===== config.mk =====
export PLATFORM = sky130hd
export DESIGN_NAME = fp_input_wrapper
export DESIGN_NICKNAME = d
export VERILOG_FILES = /design/src/rtl/fp_input_wrapper.sv
export SDC_FILE = /design/constraint.sdc
export NUM_CORES = 1
export LEC_CHECK = 0
export BUFFER_PORTS_ARGS = -buffer_cell sky130_fd_sc_hd__buf_4
export CELL_PAD_IN_SITES_DETAIL_PLACEMENT = 0
export CELL_PAD_IN_SITES_GLOBAL_PLACEMENT = 2
export CORE_MARGIN = 1
export CORE_UTILIZATION = 30
export CTS_BUF_LIST = sky130_fd_sc_hd__clkbuf_4 sky130_fd_sc_hd__clkbuf_8 sky130_fd_sc_hd__clkbuf_16
export DETAILED_ROUTE_END_ITERATION = 8
export PLACE_DENSITY_LB_ADDON = 0.1
export SETUP_SLACK_MARGIN = 0.4
export SYNTH_ARGS = -nofsm -noshare
export SYNTH_HDL_FRONTEND = slang
export SYNTH_SLANG_ARGS = --single-unit

===== constraint.sdc =====
create_clock -name clk -period 1.52 [get_ports clk]
set_input_delay 0.076 -clock clk [delete_from_list [all_inputs] [get_ports clk]]
set_output_delay 0.076 -clock clk [all_outputs]
set_load 0.01 [all_outputs]

===== src/rtl/fp_input_wrapper.sv =====
// fp_input_wrapper: collects operands A and B from a byte-wide producer bus,
// pulses startFP to the FP core, and holds the operands until doneFP.
// Optional feature macro: INWRAP_PARITY_EN (odd parity check per beat,
// adds the dataParity input and drives parityErr).
module fp_input_wrapper #(
  parameter int unsigned DATA_W    = 8,
  parameter int unsigned OPERAND_W = 32
) (
  input  logic                 clk,
  input  logic                 rst,
  input  logic [DATA_W-1:0]    dataIn,
  input  logic                 dataReady,
  output logic                 dataAccept,
`ifdef INWRAP_PARITY_EN
  input  logic                 dataParity,
`endif
  output logic [OPERAND_W-1:0] opA,
  output logic [OPERAND_W-1:0] opB,
  output logic                 startFP,
  input  logic                 doneFP,
  output logic                 busy,
  output logic                 parityErr
);

  localparam int unsigned BEATS = OPERAND_W / DATA_W;
  localparam int unsigned CNT_W = (2 * BEATS > 1) ? $clog2(2 * BEATS) : 1;

  typedef enum logic [1:0] {
    ST_COLLECT = 2'd0,
    ST_START   = 2'd1,
    ST_WAIT    = 2'd2
  } state_t;

  state_t               r_state;
  state_t               w_state_nxt;
  logic [CNT_W-1:0]     r_cnt;
  logic [CNT_W-1:0]     w_cnt_nxt;
  logic [OPERAND_W-1:0] r_opA;
  logic [OPERAND_W-1:0] r_opB;
  logic                 r_parity_err;
  logic                 w_par_err_nxt;
  logic                 w_wr_en;
  logic                 w_par_ok;
  logic                 w_cnt_last;

  // Beat integrity: odd parity over data plus parity bit when enabled
`ifdef INWRAP_PARITY_EN
  assign w_par_ok = ^{dataIn, dataParity};
`else
  assign w_par_ok = 1'b1;
`endif

  assign w_cnt_last = (r_cnt == CNT_W'(2 * BEATS - 1));

  // Next-state, counter and write-enable decode
  always_comb begin
    w_state_nxt   = r_state;
    w_cnt_nxt     = r_cnt;
    w_wr_en       = 1'b0;
    w_par_err_nxt = 1'b0;
    case (r_state)
      ST_COLLECT: begin
        if (dataReady) begin
          if (!w_par_ok) begin
            // Bad beat is consumed but restarts the whole A/B set
            w_cnt_nxt     = '0;
            w_par_err_nxt = 1'b1;
          end else begin
            w_wr_en = 1'b1;
            if (w_cnt_last) begin
              w_cnt_nxt   = '0;
              w_state_nxt = ST_START;
            end else begin
              w_cnt_nxt = r_cnt + CNT_W'(1);
            end
          end
        end
      end
      ST_START: w_state_nxt = ST_WAIT;
      ST_WAIT: begin
        if (doneFP) w_state_nxt = ST_COLLECT;
      end
      default: w_state_nxt = ST_COLLECT;
    endcase
  end

  // State, counter and parity-error pulse registers
  always_ff @(posedge clk) begin
    if (rst) begin
      r_state      <= ST_COLLECT;
      r_cnt        <= '0;
      r_parity_err <= 1'b0;
    end else begin
      r_state      <= w_state_nxt;
      r_cnt        <= w_cnt_nxt;
      r_parity_err <= w_par_err_nxt;
    end
  end

  // Operand assembly: beat k lands in slice k, LS beat first, A then B
  always_ff @(posedge clk) begin
    if (rst) begin
      r_opA <= '0;
      r_opB <= '0;
    end else if (w_wr_en) begin
      for (int k = 0; k < int'(BEATS); k++) begin
        if (r_cnt == CNT_W'(k))
          r_opA[k*DATA_W +: DATA_W] <= dataIn;
        if (r_cnt == CNT_W'(k + int'(BEATS)))
          r_opB[k*DATA_W +: DATA_W] <= dataIn;
      end
    end
  end

  assign dataAccept = (r_state == ST_COLLECT);
  assign startFP    = (r_state == ST_START);
  assign busy       = (r_state == ST_START) || (r_state == ST_WAIT);
  assign opA        = r_opA;
  assign opB        = r_opB;
  assign parityErr  = r_parity_err;

endmodule


==> impl_metrics.tcl <==
set metrics [dict create \
    p_per_area_nw_per_um2 880.8 \
    postCtsHoldBufs 0 \
    port_buffers 78 \
    min_path_type "primary input to register" \
    rrSetupSlack_ps 200 \
    synth_nets 350 \
    startpoint "r_state[0]" \
    cts_buffers 9 \
    cts_tree "yes" \
    place_ws_ps 17.02 \
    leakagePower_nw 1.672 \
    finalSetupViolCount 0 \
    fin_setup_tns_ps 0 \
    cp.arrival_ps 1580 \
    worst_clock_skew_ps 11.12 \
    power_mw 3.670 \
    drt_iter0_markers 101 \
    grt_max_degree 25 \
    clkLatencyLatePin_ps 350 \
    htree_levels 3 \
    met1_usage_pct 23.01 \
    avgSynthCellArea_um2 8.717 \
    use_met3_pct 3.760 \
    intPower_mw 2.709 \
    antenna_cells 0 \
    die_area_um2 9954 \
    critPathKind "register to register" \
    final-instance-count-excl-fill 546 \
    synthCells 329 \
    cp.required_ps 1770 \
    viasPerCell 4.606 \
    fp-row-count 35 \
    cts-root-buf "clkbuf_8" \
    drc 0 \
    first_global_vias 2327 \
    cp_max_fo 2 \
    grt_overflow 0 \
    r2r_cells 6 \
    dr.pass1.iters 4 \
    slew_viol_final 0 \
    rsz0062_at_grt "true" \
    post-route-min-period_ps 1321 \
    layout-area-overhead-vs-synth_pct 45.29 \
    dp_hpwl_mm 5.134 \
    core_area_um2 9240 \
    swShare_pct 26.17 \
    clkPwrFrac_pct 36.8 \
    clk_pin_slew_worst_paths_ps 80 \
    antenna_found_initial 0 \
    initial_core_util_pct 31.04 \
    crit_path_end "r_state[0]" \
    fmax_mhz 756.7 \
    clockBufferDepth 2 \
    final_area_um2 4167 \
    yosysSeqAreaShare_pct 48.17 \
    seqPwrFrac_pct 51.6 \
    synth_area_um2 2868 \
    synth-warning-count 0 \
    switching_power_mw 0.9604 \
    pin_count 80 \
    timing.rr.end "r_state[0]" \
    r2r-start "r_state[0]" \
    period_share_pct 86.94 \
    grt_usage_pct 17.54 \
    layout-drive-gt1-share_pct 50.12 \
    busiest_layer "met2" \
    status "finished, final reports clean" \
    synth-seq-cells 69 \
    hold_viol 0 \
    cap_violations 0 \
    p_comb_share_pct 11.7 \
    met2_usage_pct 27.69 \
    dp.cells 514 \
    clock_sinks 69 \
    synth.distinct_cells 27 \
    peakVddDrop_mv 0.3544 \
    fp.dieH_um 99.77 \
    die-width_um 99.77 \
    wirelength_mm 8.364 \
    fin_nets 435 \
    wl_per_cell_um 15.32 \
    fin_ws_ps 198.5 \
    dpl_cell_area_um2 3583 \
    gp_congestion 0.7063 \
    dr_total_vias 2515 \
    end_kind "register" \
    antenna_left 0 \
    start_kind "register" \
    grt_pass1_wl_mm 12.96 \
]
-- synthesized netlist by cell type --
cell type / number / area share, %
ha_1: 9 / 3.9
mux2i_1: 10 / 3.5
nand4b_1: 1 / 0.31
nand4_2: 1 / 0.44
nand3_2: 1 / 0.35
nor2_1: 10 / 1.3
inv_1: 5 / 0.65
buf_2: 14 / 2.4
and4b_1: 3 / 1.0
conb_1: 1 / 0.13
dfxtp_1: 69 / 48
nand2b_1: 2 / 0.44
clkbuf_1: 4 / 0.52
nor2b_1: 1 / 0.22
nand4_4: 2 / 1.5
and3_1: 1 / 0.22
nand4b_2: 3 / 1.6
nand3_4: 1 / 0.61
a311oi_1: 1 / 0.31
a21oi_1: 42 / 7.3
nand2_1: 115 / 15
buf_6: 4 / 1.6
o31ai_1: 1 / 0.26
or3_1: 1 / 0.22
a21oi_2: 17 / 5.2
buf_4: 7 / 1.8
and4_1: 3 / 0.92
-- through the flow --
stage	utilization, %	hold slack [ps]
floorplan	-	358.9
global placement	38.78	401.9
detailed placement	38.78	406.3
CTS	43.52	35.19
global route	45.09	44.82
finish	45.09	50.70
-- worst min-delay path by stage --
stage	start	to	cells past startpoint
2_1_floorplan	doneFP	r_state[0]	3
3_3_place_gp	rst	opB[1]	2
3_5_place_dp	rst	opB[1]	2
4_1_cts	rst	opB[7]	2
5_1_grt	dataIn[0]	opB[0]	3
6_report	rst	opB[7]	2
-- layer usage --
layer | up-vias | share of wire, %
met5 | - | 0
met4 | 0 | 1.8
met3 | 11 | 5.0
met2 | 76 | 46
met1 | 1179 | 47
li1 | 1249 | -
-- registers in the layout (all words and copies together), names as in the netlist --
| register | count |
|---|---|
| r_state | 2 |
| r_cnt | 3 |
| opA | 32 |
| opB | 32 |
-- placed cells by master (no fill, tap or decap) --
master | synthesis | routed
clkinv_2 | 0 | 2
inv_4 | 0 | 2
mux2i_1 | 10 | 10
o31ai_1 | 1 | 1
nand4b_4 | 0 | 3
nand4b_1 | 1 | 1
nand2b_1 | 2 | 2
dfxtp_2 | 0 | 2
dfxtp_1 | 69 | 64
buf_6 | 4 | 5
nor2b_4 | 0 | 1
inv_2 | 0 | 3
nor2_1 | 10 | 10
nand4_4 | 2 | 3
or3_1 | 1 | 1
and4b_2 | 0 | 3
nand3_4 | 1 | 2
conb_1 | 1 | 1
nand2_1 | 115 | 82
buf_4 | 7 | 95
buf_16 | 0 | 1
nand2_2 | 0 | 33
clkbuf_8 | 0 | 11
clkbuf_4 | 0 | 1
a21oi_4 | 0 | 1
and3_4 | 0 | 1
and4_4 | 0 | 3
a21oi_2 | 17 | 23
a21oi_1 | 42 | 35
a311oi_1 | 1 | 1
buf_12 | 0 | 2
dfxtp_4 | 0 | 3
ha_4 | 0 | 9
-- power groups by stage --
stage / sequential, mW / clock [mW] / combinational, mW
2_1_floorplan: 1.94 / 0 / 0.224
3_3_place_gp: 1.93 / 0 / 0.357
3_5_place_dp: 1.93 / 0 / 0.360
4_1_cts: 1.89 / 1.39 / 0.415
5_1_grt: 1.90 / 1.49 / 0.468
6_report: 1.89 / 1.35 / 0.428
-- worst max-delay path, stage by stage (launching register included) --
cell	delay (ps)
dfxtp_2	340
inv_2	50
buf_4	140
ha_4	150
nor2b_4	130
or3_1	350
o31ai_1	80
-- cell type report --
class / count / area [um^2]
Fill cell: 940 / 5074
Multi-Input combinational cell: 226 / 1580
Sequential cell: 69 / 1395
Timing Repair Buffer: 103 / 837.1
Tap cell: 129 / 161.4
Clock buffer: 12 / 158.9
Inverter: 5 / 23.77
Clock inverter: 2 / 10.01
-- cells by family after synthesis --
kind of cell    after synthesis  share of synthesized area (%)
compound gates               61                          13.09
simple gates                145                          24.17
buf+inv                      34                          7.024
other cells                   1                         0.1308
fa+ha+maj                     9                          3.927
mux                          10                          3.491
flops                        69                          48.17
-- repair_timing --
action                                  in CTS  in global routing
cloned                                       1                  0
setup buffers                               11                  6
pin swaps                                   48                 27
gates resized for setup                     48                 30
endpoints found under the setup margin      71                 72
Note: power is estimated with default switching activity, not from simulation.
